$ cat src/rtl/cla_seq_ctrl.sv
// cla_seq_ctrl: drives one 8-bit CLA slice over WIDTH/8 cycles to form a WIDTH-bit add/subtract
module cla_seq_ctrl #(
  parameter int WIDTH = 32
) (
  input  logic             clock,
  input  logic             reset_n,
  input  logic             in_valid,
  output logic             in_ready,
  input  logic [WIDTH-1:0] op_a,
  input  logic [WIDTH-1:0] op_b,
  input  logic             op_sub,
  output logic [7:0]       cla_a,
  output logic [7:0]       cla_b,
  output logic [7:0]       cla_g,
  output logic [7:0]       cla_p,
  output logic             cla_cin,
  input  logic [7:0]       cla_sum,
  input  logic             cla_G,
  input  logic             cla_P,
  output logic             out_valid,
  input  logic             out_ready,
  output logic [WIDTH-1:0] result,
  output logic             carry_out,
  output logic             overflow
);
  localparam int NSLICE = WIDTH / 8;
  localparam int IW = NSLICE > 1 ? $clog2(NSLICE) : 1;

  typedef enum logic [1:0] {IDLE, RUN, DONE} state_t;

  state_t            state, nxt;
  logic [IW-1:0]     idx;
  logic              carry;
  logic [WIDTH-1:0]  a_reg, b_reg;
  logic              last, cnext;

  assign last      = idx == IW'(NSLICE - 1);
  assign cnext     = cla_G | (cla_P & carry);
  assign in_ready  = state == IDLE;
  assign out_valid = state == DONE;
  assign cla_a     = state == RUN ? a_reg[8*idx +: 8] : 8'd0;
  assign cla_b     = state == RUN ? b_reg[8*idx +: 8] : 8'd0;
  assign cla_cin   = state == RUN ? carry : 1'b0;
  assign cla_g     = cla_a & cla_b;
  assign cla_p     = cla_a | cla_b;

  // state register
  always_ff @(posedge clock or negedge reset_n)
    if (!reset_n) state <= IDLE;
    else          state <= nxt;

  // next-state: accept in IDLE, step bytes in RUN, hold result until taken in DONE
  always_comb begin
    nxt = IDLE;
    case (state)
      IDLE:    nxt = in_valid ? RUN : IDLE;
      RUN:     nxt = last ? DONE : RUN;
      DONE:    nxt = out_ready ? IDLE : DONE;
      default: nxt = IDLE;
    endcase
  end

  // operand capture, per-byte result assembly and carry chaining between bytes
  always_ff @(posedge clock or negedge reset_n)
    if (!reset_n) begin
      idx       <= '0;
      carry     <= 1'b0;
      a_reg     <= '0;
      b_reg     <= '0;
      result    <= '0;
      carry_out <= 1'b0;
      overflow  <= 1'b0;
    end else if (state == IDLE && in_valid) begin
      a_reg <= op_a;
      b_reg <= op_sub ? ~op_b : op_b;
      carry <= op_sub;
      idx   <= '0;
    end else if (state == RUN) begin
      result[8*idx +: 8] <= cla_sum;
      carry              <= cnext;
      idx                <= last ? '0 : idx + 1'b1;
      if (last) begin
        carry_out <= cnext;
        overflow  <= (a_reg[WIDTH-1] == b_reg[WIDTH-1]) && (cla_sum[7] != a_reg[WIDTH-1]);
      end
    end
endmodule
$ cat config.mk
export PLATFORM = sky130hd
export DESIGN_NAME = cla_seq_ctrl
export DESIGN_NICKNAME = d
export VERILOG_FILES = /design/src/rtl/cla_seq_ctrl.sv
export SDC_FILE = /design/constraint.sdc
export NUM_CORES = 1
export LEC_CHECK = 0
export ABC_AREA = 1
export BUFFER_PORTS_ARGS = -buffer_cell sky130_fd_sc_hd__clkbuf_2
export CORE_MARGIN = 2
export CORE_UTILIZATION = 57
export DETAILED_ROUTE_END_ITERATION = 16
export PLACE_DENSITY = 0.9
export SKIP_LAST_GASP = 1
export SLEW_MARGIN = 20
export SYNTH_ARGS = -nofsm -noshare
export SYNTH_HDL_FRONTEND = slang
export SYNTH_SLANG_ARGS = --single-unit
$ cat constraint.sdc
create_clock -name clock -period 3.95 [get_ports clock]
set_clock_uncertainty 0.2 [all_clocks]
set_input_delay 0 -clock clock [delete_from_list [all_inputs] [get_ports clock]]
set_output_delay 0 -clock clock [all_outputs]
set_load 0.05 [all_outputs]
## Word-level counts from Yosys, hierarchy flattened

Index checks and enable logic that the tools add are counted.

- Flip-flop bits (word level): 103
- Latch bits: 0
- Bits in writable memories: 0
- Bits in read-only memories: 0
- Input port bits: 79
- Output and inout port bits: 69
- Word-level logic and storage cells: 45
- Memories: 0

- Add/subtract/negate cells: 2
- Multiply operators: 0
- Div/mod/pow operators: 0
- Order comparisons: 0
- Equal/unequal tests: 5
- Shift-type cells: 4
- Multiplexer cells: 14
- Bitwise logic cells: 6
- Reductions and logical operators: 6

Operators by type and width:

| kind | number |
|---|---|
| $shiftx 32x6->8 | 2 |
| $neg 5->34 | 1 |
| $shift 8x34->32 const A | 1 |
| $shiftx 8x34->32 | 1 |
| $bwmux 32 | 1 |
| $mux 32 | 1 |
| $not 32->32 | 1 |
| $mux 8 | 2 |
| $mux 2 | 5 |
| $and 8x8->8 | 1 |
| $or 8x8->8 | 1 |
| $pmux 2 s3 | 1 |
| $eq 2x2->1 const B | 2 |
| $mux 1 | 4 |
| $reduce_and 3->1 | 1 |
| $add 2x1->2 const B | 1 |
| $eq 2x1->1 const B | 1 |
| $logic_and 1x1->1 | 2 |
| $logic_not 2->1 | 1 |
| $reduce_and 2->1 | 1 |
| $reduce_bool 2->1 | 1 |
| $and 1x1->1 | 1 |
| $eq 1x1->1 | 1 |
| $ne 1x1->1 | 1 |
| 2 further kinds | 2 |

## Logic depth before layout (Yosys ltp)

- Depth in word-level cells: 4
- Mapped depth: 9
- Depth with buffers taken out: 7

## Worst setup path before layout

OpenSTA, ideal clock, no wires.

- Path kind: flip-flop to output port
- Start point: register idx[0]
- End point: output cla_g[0]
- Data arrival time: 1.701 ns
- Required time: 3.750 ns
- Path slack: 2.049 ns
- Stages on the path, launching flop included: 8
- Path buffers: 2
- Path through: dfrtp_1 -> buf_2 -> inv_2 -> buf_2 -> nand2_1 -> nand3_1 -> nand3_1 -> nor2_1

- Word-level cells in the longest chain between the ends: 3
- Elaborated cells between the ends (all ways): 5
- Those cells by class: shift (2); mux (2); bitwise (1)

RTL lines:

| what | RTL line | RTL |
|---|---|---|
| start, declared | 32 | `logic [IW-1:0] idx;` |
| start signal, assigned | 81 | `idx <= last ? '0 : idx + 1'b1;` |
| $shiftx 32x6->8 (on tied branches) | 41, 42 |  |
| $mux 8 (on tied branches) | 41, 42 |  |
| $and 8x8->8 (*) | 44 | `assign cla_g = cla_a & cla_b;` |
| end, declared | 14 | `output logic [7:0] cla_g,` |

Mark *: on every way between the ends. The rest lies on a longest branch, timed or not.

## Worst setup path after layout

- Start point: register idx[1]
- End point: output cla_g[5]

Same word-level chain as after synthesis.

==> metrics.cfg <==
[clocking]
cts-root-buf = clkbuf_8
cts.path.max_buffers = 2
cts.sinks = 103
post_cts_buffers = 0
insertion_delay_ns = 0.36
cts_tree = done
cts_buffers = 9
htreeDepth = 3
clkTransAtPathRegs_ns = 0.10

[critical_path]
crit_type = reg -> out
startpoint_type = register
rrSetupSlack_ns = 1.43
cp.required_ns = 3.75
crit_fanout = 21
timing.rr.end = result[7]
cp_data_arrival_time_ns = 2.45
crit_path_end_kind = output port
worstReg2RegStart = idx[1]
ff2ff_path_depth = 7

[power_and_ir_drop]
power_density_nw_per_um2 = 936
ir_worst_vdd_mv = 0.940
p_leak_nw = 4.02

[cells_and_area]
n_antenna_cell = 0
drive_gt1_share_pct = 20.4
fill_cells = 608
syn_to_final_growth_pct = 31.6
fin_nets = 979
final_cell_area_um2 = 6990

[route]
via_per_inst = 5.28
highest_layer = met4
dr.pass1.iters = 8
drt_iter0_drc = 391
met2_length_mm = 7.51
finalWirelength_mm = 15.4
wl_met3_mm = 1.09
drc = 0
vias = 5333
antenna_left = 0
post_drt_wl_per_cell_um = 15.3
met1Wirelength_mm = 5.92

[global_route]
grt_pass1_wl_mm = 24.5
grt_pass1_vias = 5231
grt_use_total_pct = 31.2
grt-ovfl-total = 0
grt_max_degree = 69
antenna_found_initial = 0

[timing]
hold_viol = 0
rsz0062_at_grt = false
timing.final.crit_share_pct = 67.2
finalCriticalPeriod_ns = 2.65
fin_ws_ns = 1.30
fin_hold_ws_ns = 0.0894
slew_headroom_pct = 32.1
drv_slew = 0
fmax_mhz = 377
finalSetupViolations = 0
finalSetupTns_ns = 0
tightestPinTransition_ns = 1.02

[placement]
dpl_worst_slack_ns = 1.55
routabilityCongestion = 0.844
dpl_cell_area_um2 = 5990
portBuffers = 147
dp_hpwl_mm = 9.15

[floorplan]
rows = 35
coreArea_um2 = 9150
dieHeight_um = 101
dieArea_um2 = 10100
start_util_pct = 58.0
die_width_um = 101
ios = 148

[logic_synthesis]
yosys-top-cells-area = dfrtp_1 (49%), nand2_1 (23%), xnor2_1 (5.3%)
ys_warn_count = 0
yosysUniqueCellTypes = 29
avgSynthCellArea_um2 = 7.73
yosysTopAreaCell = dfrtp_1
synth_nets = 772
syn-cell-area_um2 = 5310
ys_seq_elements = 103
netlist_instances = 687
synth-seq-area-share_pct = 48.5
synth_top_area_share_pct = 48.5

[run]
max_cap_viol_count = 0

[status]
status = finished clean

[min_path]
hold_class = in -> async

cell usage after synthesis (all sizes together):
cell,number
a21oi,1
clkbuf,5
nand3,42
dfrtp,103
nand4,1
nor2,24
xnor2,32
o31ai,2
nand2,329
inv,74
buf,26
ha,6
o211ai,1
o21ai,41
worst max-delay path: stages (launching register included):
cell and delay (ns):
dfrtp_1 0.84, inv_2 0.34, nand3_1 0.23, nand3_1 0.21, nor2_1 0.17, clkbuf_2 0.29
placed cells by master, fill, tap and decap left out, drive strengths merged:
| cell type | n |
|---|---|
| nand4 | 1 |
| o31ai | 2 |
| inv | 76 |
| o211ai | 1 |
| nor2 | 24 |
| clkinvlp | 1 |
| a21oi | 1 |
| o21ai | 41 |
| bufinv | 2 |
| nand3 | 42 |
| nand2 | 329 |
| buf | 4 |
| clkbuf | 156 |
| dlygate4sd3 | 77 |
| dfrtp | 103 |
| clkinv | 1 |
| ha | 6 |
| xnor2 | 32 |
area by class of cell:
class                      instances  area (um2)  share of cell area [%]
multi-input combinational        479        2230                    32.0
timing repair buffer             227        1530                    21.9
tap                              111         139                    1.99
sequential                       103        2580                    36.9
inverter                          74         280                    4.01
clock buffer                      10         138                    1.97
clock inverter                     6        90.1                    1.29
worst max path at each step:
stage                     depth (start not counted)  slack (ns)   endpoint   start
after floorplan                                   7        2.05   cla_g[0]  idx[0]
after CTS                                         5        1.35   cla_g[5]  idx[1]
after detailed placement                          7        1.55  result[6]  idx[1]
final                                             5        1.30   cla_g[5]  idx[1]
after global routing                              5        1.15   cla_g[3]  idx[1]
after global placement                            7        1.65  result[1]  idx[1]
where the power goes:
part / internal, W / leakage [nW] / switching, W
sequential: 0.00152 / 1.32 / 0.000312
clock: 0.000378 / 0.113 / 0.000368
combinational: 0.000925 / 2.59 / 0.00304
total: 0.00283 / 4.02 / 0.00372
through the flow:
stage / instances / utilization [%] / power [W]
CTS: 1010 / 76.4 / 0.00644
global route: 1010 / 76.4 / 0.00694
detailed placement: 917 / 65.5 / 0.00562
finish: 1010 / 76.4 / 0.00655
floorplan: 687 / - / 0.00483
global placement: 917 / 65.5 / 0.00554
kinds of logic (layout without fill, tap and decap cells):
logic type               count (synthesis)  in the layout  synth area share, %
AO/OA/AOI/OAI                           45             45                 4.38
XOR/XNOR                                32             32                 5.28
adder cells (fa/ha/maj)                  6              6                 1.41
buffers and inverters                  105            317                 9.44
flip-flops                             103            103                 48.5
AND/OR/NAND/NOR                        396            396                 31.0
layer usage:
| metal | up-vias | track usage (%) |
|---|---|---|
| li1 | 2488 | - |
| met1 | 2442 | 37.7 |
| met2 | 315 | 53.0 |
| met3 | 88 | 4.85 |
| met4 | 0 | 17.9 |
| met5 | - | 0 |
timing repair:
item	CTS	global route
endpoints found under the hold margin	169	0
resized for setup	0	0
hold buffers	77	0
Note: power is estimated with default switching activity, not from simulation.
